===== src/rtl/matrix_keypad_scanner_if.sv =====
// Key delivery bus between the keypad scanner (master) and user logic (slave).
// key_code/key_valid/key_ready form a valid/ready handshake.
// key_down and key_overrun are status lines that travel alongside it.
interface matrix_keypad_scanner_if #(
   parameter int CODE_W = 4
);
   logic [CODE_W-1:0] key_code;
   logic              key_valid;
   logic              key_ready;
   logic              key_down;
   logic              key_overrun;

   modport master (
      output key_code,
      output key_valid,
      input  key_ready,
      output key_down,
      output key_overrun
   );

   modport slave (
      input  key_code,
      input  key_valid,
      output key_ready,
      input  key_down,
      input  key_overrun
   );
endinterface


===== src/rtl/matrix_keypad_scanner.sv =====
// Row/column keypad scanner.
// Strobes one active-low column at a time and reads the active-low rows back.
// Each full scan is reduced to a NONE / SINGLE(code) / MULTI result.
// Presses and releases are debounced over whole scans.
// Each accepted press is delivered once through a one-entry valid/ready buffer.
module matrix_keypad_scanner #(
   parameter int NUM_ROWS       = 4,
   parameter int NUM_COLS       = 4,
   parameter int COL_CYCLES     = 125000,
   parameter int DEBOUNCE_SCANS = 4
) (
   input  logic                clk,
   input  logic                rst,
   output logic [NUM_COLS-1:0] col_out,
   input  logic [NUM_ROWS-1:0] row_in,
   matrix_keypad_scanner_if.master key_bus
);

   localparam int CODE_W  = (NUM_ROWS * NUM_COLS > 1) ? $clog2(NUM_ROWS * NUM_COLS) : 1;
   localparam int COL_W   = (NUM_COLS > 1) ? $clog2(NUM_COLS) : 1;
   localparam int DWELL_W = $clog2(COL_CYCLES);
   localparam int CNT_W   = $clog2(DEBOUNCE_SCANS + 1);

   localparam logic [DWELL_W-1:0] LAST_DWELL = DWELL_W'(COL_CYCLES - 1);
   localparam logic [COL_W-1:0]   LAST_COL   = COL_W'(NUM_COLS - 1);
   localparam logic [CNT_W-1:0]   DEB_TARGET = CNT_W'(DEBOUNCE_SCANS);

   typedef enum logic [1:0] {
      IDLE,
      PRESS_CHK,
      HELD,
      RELEASE_CHK
   } state_t;

   logic [NUM_ROWS-1:0] row_meta;
   logic [NUM_ROWS-1:0] row_sync;
   logic [DWELL_W-1:0]  dwell;
   logic [COL_W-1:0]    col_idx;
   logic                sample;
   logic                scan_done;

   logic                col_any;
   logic                col_multi;
   logic [CODE_W-1:0]   col_code;

   logic                acc_hit;
   logic                acc_multi;
   logic [CODE_W-1:0]   acc_code;
   logic                scan_hit;
   logic                scan_multi;
   logic [CODE_W-1:0]   scan_code;
   logic                res_single;
   logic                res_none;

   state_t              state, state_n;
   logic [CNT_W-1:0]    cnt, cnt_n, cnt_inc;
   logic [CODE_W-1:0]   cand, cand_n;
   logic                accept;
   logic [CODE_W-1:0]   accept_code;

   logic                key_down_q;
   logic                key_valid_q;
   logic [CODE_W-1:0]   key_code_q;
   logic                key_overrun_q;

   // Two-flop synchroniser for the asynchronous row pins; idles high like the pull-ups.
   always_ff @(posedge clk) begin
      if (rst) begin
         row_meta <= '1;
         row_sync <= '1;
      end else begin
         row_meta <= row_in;
         row_sync <= row_meta;
      end
   end

   // Column dwell timer and column index; each column is held low for COL_CYCLES clocks.
   always_ff @(posedge clk) begin
      if (rst) begin
         dwell   <= '0;
         col_idx <= '0;
      end else if (dwell == LAST_DWELL) begin
         dwell   <= '0;
         col_idx <= (col_idx == LAST_COL) ? '0 : col_idx + 1'b1;
      end else begin
         dwell <= dwell + 1'b1;
      end
   end

   assign sample    = (dwell == LAST_DWELL);
   assign scan_done = sample && (col_idx == LAST_COL);

   // Drive exactly one column strobe low.
   always_comb begin
      col_out          = '1;
      col_out[col_idx] = 1'b0;
   end

   // Look at the settled rows of the strobed column: first low row wins, more than one is a chord.
   always_comb begin
      col_any   = 1'b0;
      col_multi = 1'b0;
      col_code  = '0;
      for (int r = 0; r < NUM_ROWS; r++) begin
         if (!row_sync[r]) begin
            if (col_any) begin
               col_multi = 1'b1;
            end else begin
               col_code = CODE_W'(r * NUM_COLS) + CODE_W'(col_idx);
            end
            col_any = 1'b1;
         end
      end
   end

   // Merge this column into the running scan; any second hit in the scan makes it MULTI.
   always_comb begin
      scan_hit   = acc_hit | col_any;
      scan_multi = acc_multi | col_multi | (acc_hit & col_any);
      scan_code  = acc_hit ? acc_code : col_code;
      res_single = scan_done && scan_hit && !scan_multi;
      res_none   = scan_done && !scan_hit;
   end

   // Scan accumulator: updated on each column sample, cleared once the scan result is produced.
   always_ff @(posedge clk) begin
      if (rst || scan_done) begin
         acc_hit   <= 1'b0;
         acc_multi <= 1'b0;
         acc_code  <= '0;
      end else if (sample) begin
         acc_hit   <= scan_hit;
         acc_multi <= scan_multi;
         acc_code  <= scan_code;
      end
   end

   // Debounce state register.
   always_ff @(posedge clk) begin
      if (rst) begin
         state <= IDLE;
         cnt   <= '0;
         cand  <= '0;
      end else begin
         state <= state_n;
         cnt   <= cnt_n;
         cand  <= cand_n;
      end
   end

   assign cnt_inc = cnt + 1'b1;

   // Debounce next-state logic; it only moves when a full scan result arrives.
   always_comb begin
      state_n     = state;
      cnt_n       = cnt;
      cand_n      = cand;
      accept      = 1'b0;
      accept_code = cand;
      if (scan_done) begin
         unique case (state)
            IDLE: begin
               if (res_single) begin
                  cand_n = scan_code;
                  cnt_n  = CNT_W'(1);
                  if (DEBOUNCE_SCANS == 1) begin
                     accept      = 1'b1;
                     accept_code = scan_code;
                     state_n     = HELD;
                  end else begin
                     state_n = PRESS_CHK;
                  end
               end else begin
                  cnt_n = '0;
               end
            end
            PRESS_CHK: begin
               if (res_single) begin
                  if (scan_code == cand) begin
                     cnt_n = cnt_inc;
                     if (cnt_inc == DEB_TARGET) begin
                        accept  = 1'b1;
                        state_n = HELD;
                     end
                  end else begin
                     cand_n = scan_code;
                     cnt_n  = CNT_W'(1);
                  end
               end else begin
                  state_n = IDLE;
                  cnt_n   = '0;
               end
            end
            HELD: begin
               if (res_none) begin
                  if (DEBOUNCE_SCANS == 1) begin
                     state_n = IDLE;
                     cnt_n   = '0;
                  end else begin
                     state_n = RELEASE_CHK;
                     cnt_n   = CNT_W'(1);
                  end
               end
            end
            RELEASE_CHK: begin
               if (res_none) begin
                  cnt_n = cnt_inc;
                  if (cnt_inc == DEB_TARGET) begin
                     state_n = IDLE;
                     cnt_n   = '0;
                  end
               end else begin
                  state_n = HELD;
               end
            end
            default: begin
               state_n = IDLE;
               cnt_n   = '0;
            end
         endcase
      end
   end

   // Registered held-key level, following the state being entered.
   always_ff @(posedge clk) begin
      if (rst) begin
         key_down_q <= 1'b0;
      end else begin
         key_down_q <= (state_n == HELD) || (state_n == RELEASE_CHK);
      end
   end

   // One-entry output buffer; a press accepted while the buffer is full is dropped and flagged.
   always_ff @(posedge clk) begin
      if (rst) begin
         key_valid_q   <= 1'b0;
         key_code_q    <= '0;
         key_overrun_q <= 1'b0;
      end else begin
         key_overrun_q <= 1'b0;
         if (accept) begin
            if (!key_valid_q || key_bus.key_ready) begin
               key_code_q  <= accept_code;
               key_valid_q <= 1'b1;
            end else begin
               key_overrun_q <= 1'b1;
            end
         end else if (key_valid_q && key_bus.key_ready) begin
            key_valid_q <= 1'b0;
         end
      end
   end

   assign key_bus.key_code    = key_code_q;
   assign key_bus.key_valid   = key_valid_q;
   assign key_bus.key_down    = key_down_q;
   assign key_bus.key_overrun = key_overrun_q;

endmodule

===== src/flat_wrapper.sv =====
// flat-port wrapper written by rule: the top's interface ports become plain ports
module matrix_keypad_scanner_flat 
#(
   parameter int NUM_ROWS       = 4,
   parameter int NUM_COLS       = 4,
   parameter int COL_CYCLES     = 125000,
   parameter int DEBOUNCE_SCANS = 4
)
  (clk, rst, col_out, row_in, key_bus_key_code, key_bus_key_valid, key_bus_key_ready, key_bus_key_down, key_bus_key_overrun);
  matrix_keypad_scanner_if key_bus_i ();
  input  logic clk;
  input  logic rst;
  output logic [NUM_COLS-1:0] col_out;
  input  logic [NUM_ROWS-1:0] row_in;
  output wire logic [$bits(key_bus_i.key_code)-1:0] key_bus_key_code;
  output wire logic [$bits(key_bus_i.key_valid)-1:0] key_bus_key_valid;
  input wire logic [$bits(key_bus_i.key_ready)-1:0] key_bus_key_ready;
  output wire logic [$bits(key_bus_i.key_down)-1:0] key_bus_key_down;
  output wire logic [$bits(key_bus_i.key_overrun)-1:0] key_bus_key_overrun;
  assign key_bus_key_code = key_bus_i.key_code;
  assign key_bus_key_valid = key_bus_i.key_valid;
  assign key_bus_i.key_ready = key_bus_key_ready;
  assign key_bus_key_down = key_bus_i.key_down;
  assign key_bus_key_overrun = key_bus_i.key_overrun;
  matrix_keypad_scanner #(.NUM_ROWS(NUM_ROWS), .NUM_COLS(NUM_COLS), .COL_CYCLES(COL_CYCLES), .DEBOUNCE_SCANS(DEBOUNCE_SCANS)) u_core (.clk(clk), .rst(rst), .col_out(col_out), .row_in(row_in), .key_bus(key_bus_i));
endmodule

===== config.mk =====
export PLATFORM = sky130hd
export DESIGN_NAME = matrix_keypad_scanner_flat
export DESIGN_NICKNAME = d
export VERILOG_FILES = /design/src/rtl/matrix_keypad_scanner_if.sv /design/src/rtl/matrix_keypad_scanner.sv /design/src/flat_wrapper.sv
export SDC_FILE = /design/constraint.sdc
export NUM_CORES = 1
export LEC_CHECK = 0
export CAP_MARGIN = 30
export CORE_ASPECT_RATIO = 1.25
export CORE_MARGIN = 1
export CORE_UTILIZATION = 58
export CTS_CLUSTER_SIZE = 40
export DETAILED_ROUTE_END_ITERATION = 10
export PLACE_DENSITY = 0.79
export SYNTH_ARGS = -nofsm -noshare
export SYNTH_HDL_FRONTEND = slang
export SYNTH_SLANG_ARGS = --single-unit

===== constraint.sdc =====
create_clock -name clk -period 2.8 [get_ports clk]
set_input_delay 0.56 -clock clk [delete_from_list [all_inputs] [get_ports clk]]
set_output_delay 0.56 -clock clk [all_outputs]
set_load 0.03 [all_outputs]

==> summary.md <==
| Metric | Value |
|---|---|
| Status | finished, final reports clean |
| Filler cells | 332 |
| Comb pwr share | 6.0% |
| Power per cell area | 460.8 nW/um2 |
| Largest net degree at the start of global routing | 17 |
| Core area | 4131 um2 |
| Vias/cell | 5.666 |
| Setup bufs post-CTS | 0 |
| Boundary Pins | 18 |
| DRC | 0 |
| FF+latch count, synth | 49 |
| Lkg Pwr | 1.029 nW |
| Final setup margin | 0.2247 ns |
| Int Pwr | 1.034 mW |
| Critical-path cell list | mux2i_1, xor2_1, a221o_1, and3_1, a211o_1, mux2_1 |
| Sequential Power Share | 54.2% |
| Sw frac | 21.65% |
| Register area share after synthesis | 38.97% |
| Initial DRC count | 78 |
| Fraction of registers with async set/reset | 0% |
| Crit-path max FO | 12 |
| Initial antenna violation count | 0 |
| Area grow syn2layout | 13.77% |
| Syn nets | 299 |
| Top FF cell, synth | dfxtp_1 |
| Count leader, synth | dfxtp_1 |
| Area leader, netlist | dfxtp_1 |
| Final instance area | 2864 um2 |
| Top cells by instance count after synthesis | dfxtp_1, nor2_1, nand2_1 |
| Clock share of power | 39.8% |
| Routed WL per cell | 14.14 um |
| Yosys warning count | 0 |
| I/O Buffers | 17 |
| Die area | 4610 um2 |
| Worst Path Arrival | 2.76 ns |
| DP Wirelength | 3654 um |
| First-pass GRT wire length | 8307 um |
| Final ANT Viol Nets | 0 |
| Post-Syn Instances | 285 |
| Startpoint types | flip-flop |
| Max clock buf depth | 2 |
| CP Data Required Time | 2.99 ns |
| Total power | 1.320 mW |
| Period utilization | 91.97% |
| Fin. max-slew vios | 0 |
| Critical-path top delay cell | dfxtp_1 |
| DP Area | 2748 um2 |
| Nets | 319 |
| Via count | 2,051 |
| Fin crit period | 2.575 ns |
| Slew HR | 62.10% |
| CP Capture Type | flip-flop |
| N_diodes | 0 |
| Top Metal Used | met4 |
| Cts bufs inserted | 5 |
| Max Cap Violations | 0 |
| Final WL | 5119 um |
| Unrepaired setup endpoints after global routing | false |
| Die width | 60.93 um |
| Die height | 75.66 um |
| Distinct cells, synth | 56 |
| GRT Overall Usage | 24.00% |
| Setup-failing EPs final | 0 |
| Congestion Overflow GR | 0 |
| Worst setup path class | flip-flop to flip-flop |
| Sw power | 0.2857 mW |
| Clock Pin Slew Worst Setup and Hold Paths | 0.09 ns |
| Metal3 WL | 154 um |
| Pre-antenna DRT Iters | 4 |
| Layout cells sized above 1 | 11.44% |
| Number of global-route vias before repair | 1,877 |
| Top cell type's share of synthesized area | 38.97% |
| Clock Skews | 0.01049 ns |
| Initial Util | 60.93% |
| Dpl ws | 0.2800 ns |
| Post-synth EDFFs | 0 |
| FMAX | 0.3883 GHz |
| Peak supply drop | 405.6 uV |
| Mean post-synth cell area | 8.833 um2 |
| Hold-fix buffers, CTS | 0 |
| Clock root cell | clkbuf_8 |
| R2r setup slk | 0.22 ns |
| Fin. Hold Viols | 0 |
| Row count | 26 |
| Largest cells by area after synthesis | dfxtp_1, xor2_1, nor2_1 |
| Met2 wire length | 2577 um |
| CTS tree | yes |
| Worst slew pin tran | 0.5667 ns |
| Worst skew pair latency | 0.30 ns |
| Hold Path Class | flip-flop to flip-flop |
| Synth Cell Area | 2517 um2 |
| M1 WL | 2275 um |
| Num Clock Sinks | 49 |
| H-tree Lvls | 2 |
| Fin Setup TNS | 0 ns |
| Max stage delay on crit path | 0.63 ns |
| Post-cts sizing count | 0 |
| Placer congestion estimate | 0.8270 |
metrics by stage:
step | util (%) | hold WS [ns] | cells
after global placement | 66.51 | 0.3938 | 354
after global routing | 69.32 | 0.4277 | 362
after detailed placement | 66.51 | 0.3992 | 354
final | 69.32 | 0.4147 | 362
after CTS | 69.32 | 0.4225 | 362
after floorplan | - | 0.3895 | 285
final timing paths:
kind                           start                     to  cells after the start
setup / recovery      u_core.acc_hit  u_core.accept_code[1]                      6
hold / removal    u_core.row_meta[0]     u_core.row_sync[0]                      1
setup reg to reg      u_core.acc_hit  u_core.accept_code[1]                      6
hold reg to reg   u_core.row_meta[0]     u_core.row_sync[0]                      1
worst max-delay path, delay by kind of cell, from the launching register on:
family,cells,cell delay (ns)
compound gates,2,0.70
flops,1,0.63
mux,2,0.83
simple gates,1,0.18
xor+xnor,1,0.12
cells in the final DEF (no fill, tap or decap), types with 2 or more instances in the layout:
cell,synthesis,final
and3_1,3,3
nor2_1,28,28
nand4_1,11,11
a2bb2oi_1,5,5
or3_1,4,4
nand4b_1,2,2
nand3_1,12,12
nor4_1,3,3
and2_1,3,3
or2_2,8,8
mux2i_1,5,5
dfxtp_1,49,49
buf_4,1,11
or4b_4,2,2
nand2_1,19,19
o21ai_0,11,11
mux2_1,2,2
nor3_1,6,6
clkbuf_8,0,6
inv_1,12,12
o211ai_1,2,2
nor2b_1,3,3
a21oi_1,18,18
nor4_4,2,2
and4b_1,2,2
xor2_1,14,14
xnor2_1,5,5
nand2b_1,8,8
clkdlybuf4s50_1,0,17
or4_1,2,2
ha_1,7,7
layout make-up:
type / count / area [um2] / share of cell area, %
Clock inverter: 1 / 30.03 / 1.048
Clock buffer: 7 / 86.33 / 3.014
Inverter: 12 / 45.04 / 1.573
Sequential cell: 49 / 980.9 / 34.25
Timing Repair Buffer: 28 / 252.7 / 8.825
Multi-Input combinational cell: 209 / 1399 / 48.84
Tap cell: 56 / 70.07 / 2.446
per-layer routing:
| layer | global-route usage [%] | up-vias |
|---|---|---|
| li1 | - | 1041 |
| met1 | 30.35 | 947 |
| met2 | 39.68 | 52 |
| met3 | 4.754 | 11 |
| met4 | 10.10 | 0 |
| met5 | 0 | - |
power by group through the flow:
stage          Sequential, mW  Clock, mW  Combinational (mW)
3_3_place_gp            0.732          0              0.0782
2_1_floorplan           0.725          0              0.0598
6_report                0.716      0.525              0.0794
3_5_place_dp            0.732          0              0.0783
5_1_grt                 0.717      0.557              0.0872
4_1_cts                 0.715      0.530              0.0787
registers in the layout, indices dropped and copies added (netlist names):
name                        cells
u_core.dwell                   17
u_core.acc_code                 4
u_core.accept_code              4
u_core.key_bus.key_code         4
u_core.row_meta                 4
u_core.row_sync                 4
u_core.cnt                      3
u_core.col_idx                  2
u_core.state                    2
u_core.acc_hit                  1
u_core.acc_multi                1
u_core.key_bus.key_down         1
u_core.key_bus.key_overrun      1
u_core.key_bus.key_valid        1
logic make-up after synthesis:
| logic type | synth area share, % |
|---|---|
| multiplexers | 3.330 |
| adder cells (fa/ha/maj) | 3.877 |
| buffers and inverters | 5.467 |
| AO/OA/AOI/OAI | 12.87 |
| AND/OR/NAND/NOR | 28.88 |
| XOR/XNOR | 6.610 |
| flip-flops | 38.97 |
No activity file was read; power rests on OpenSTA's default activity.
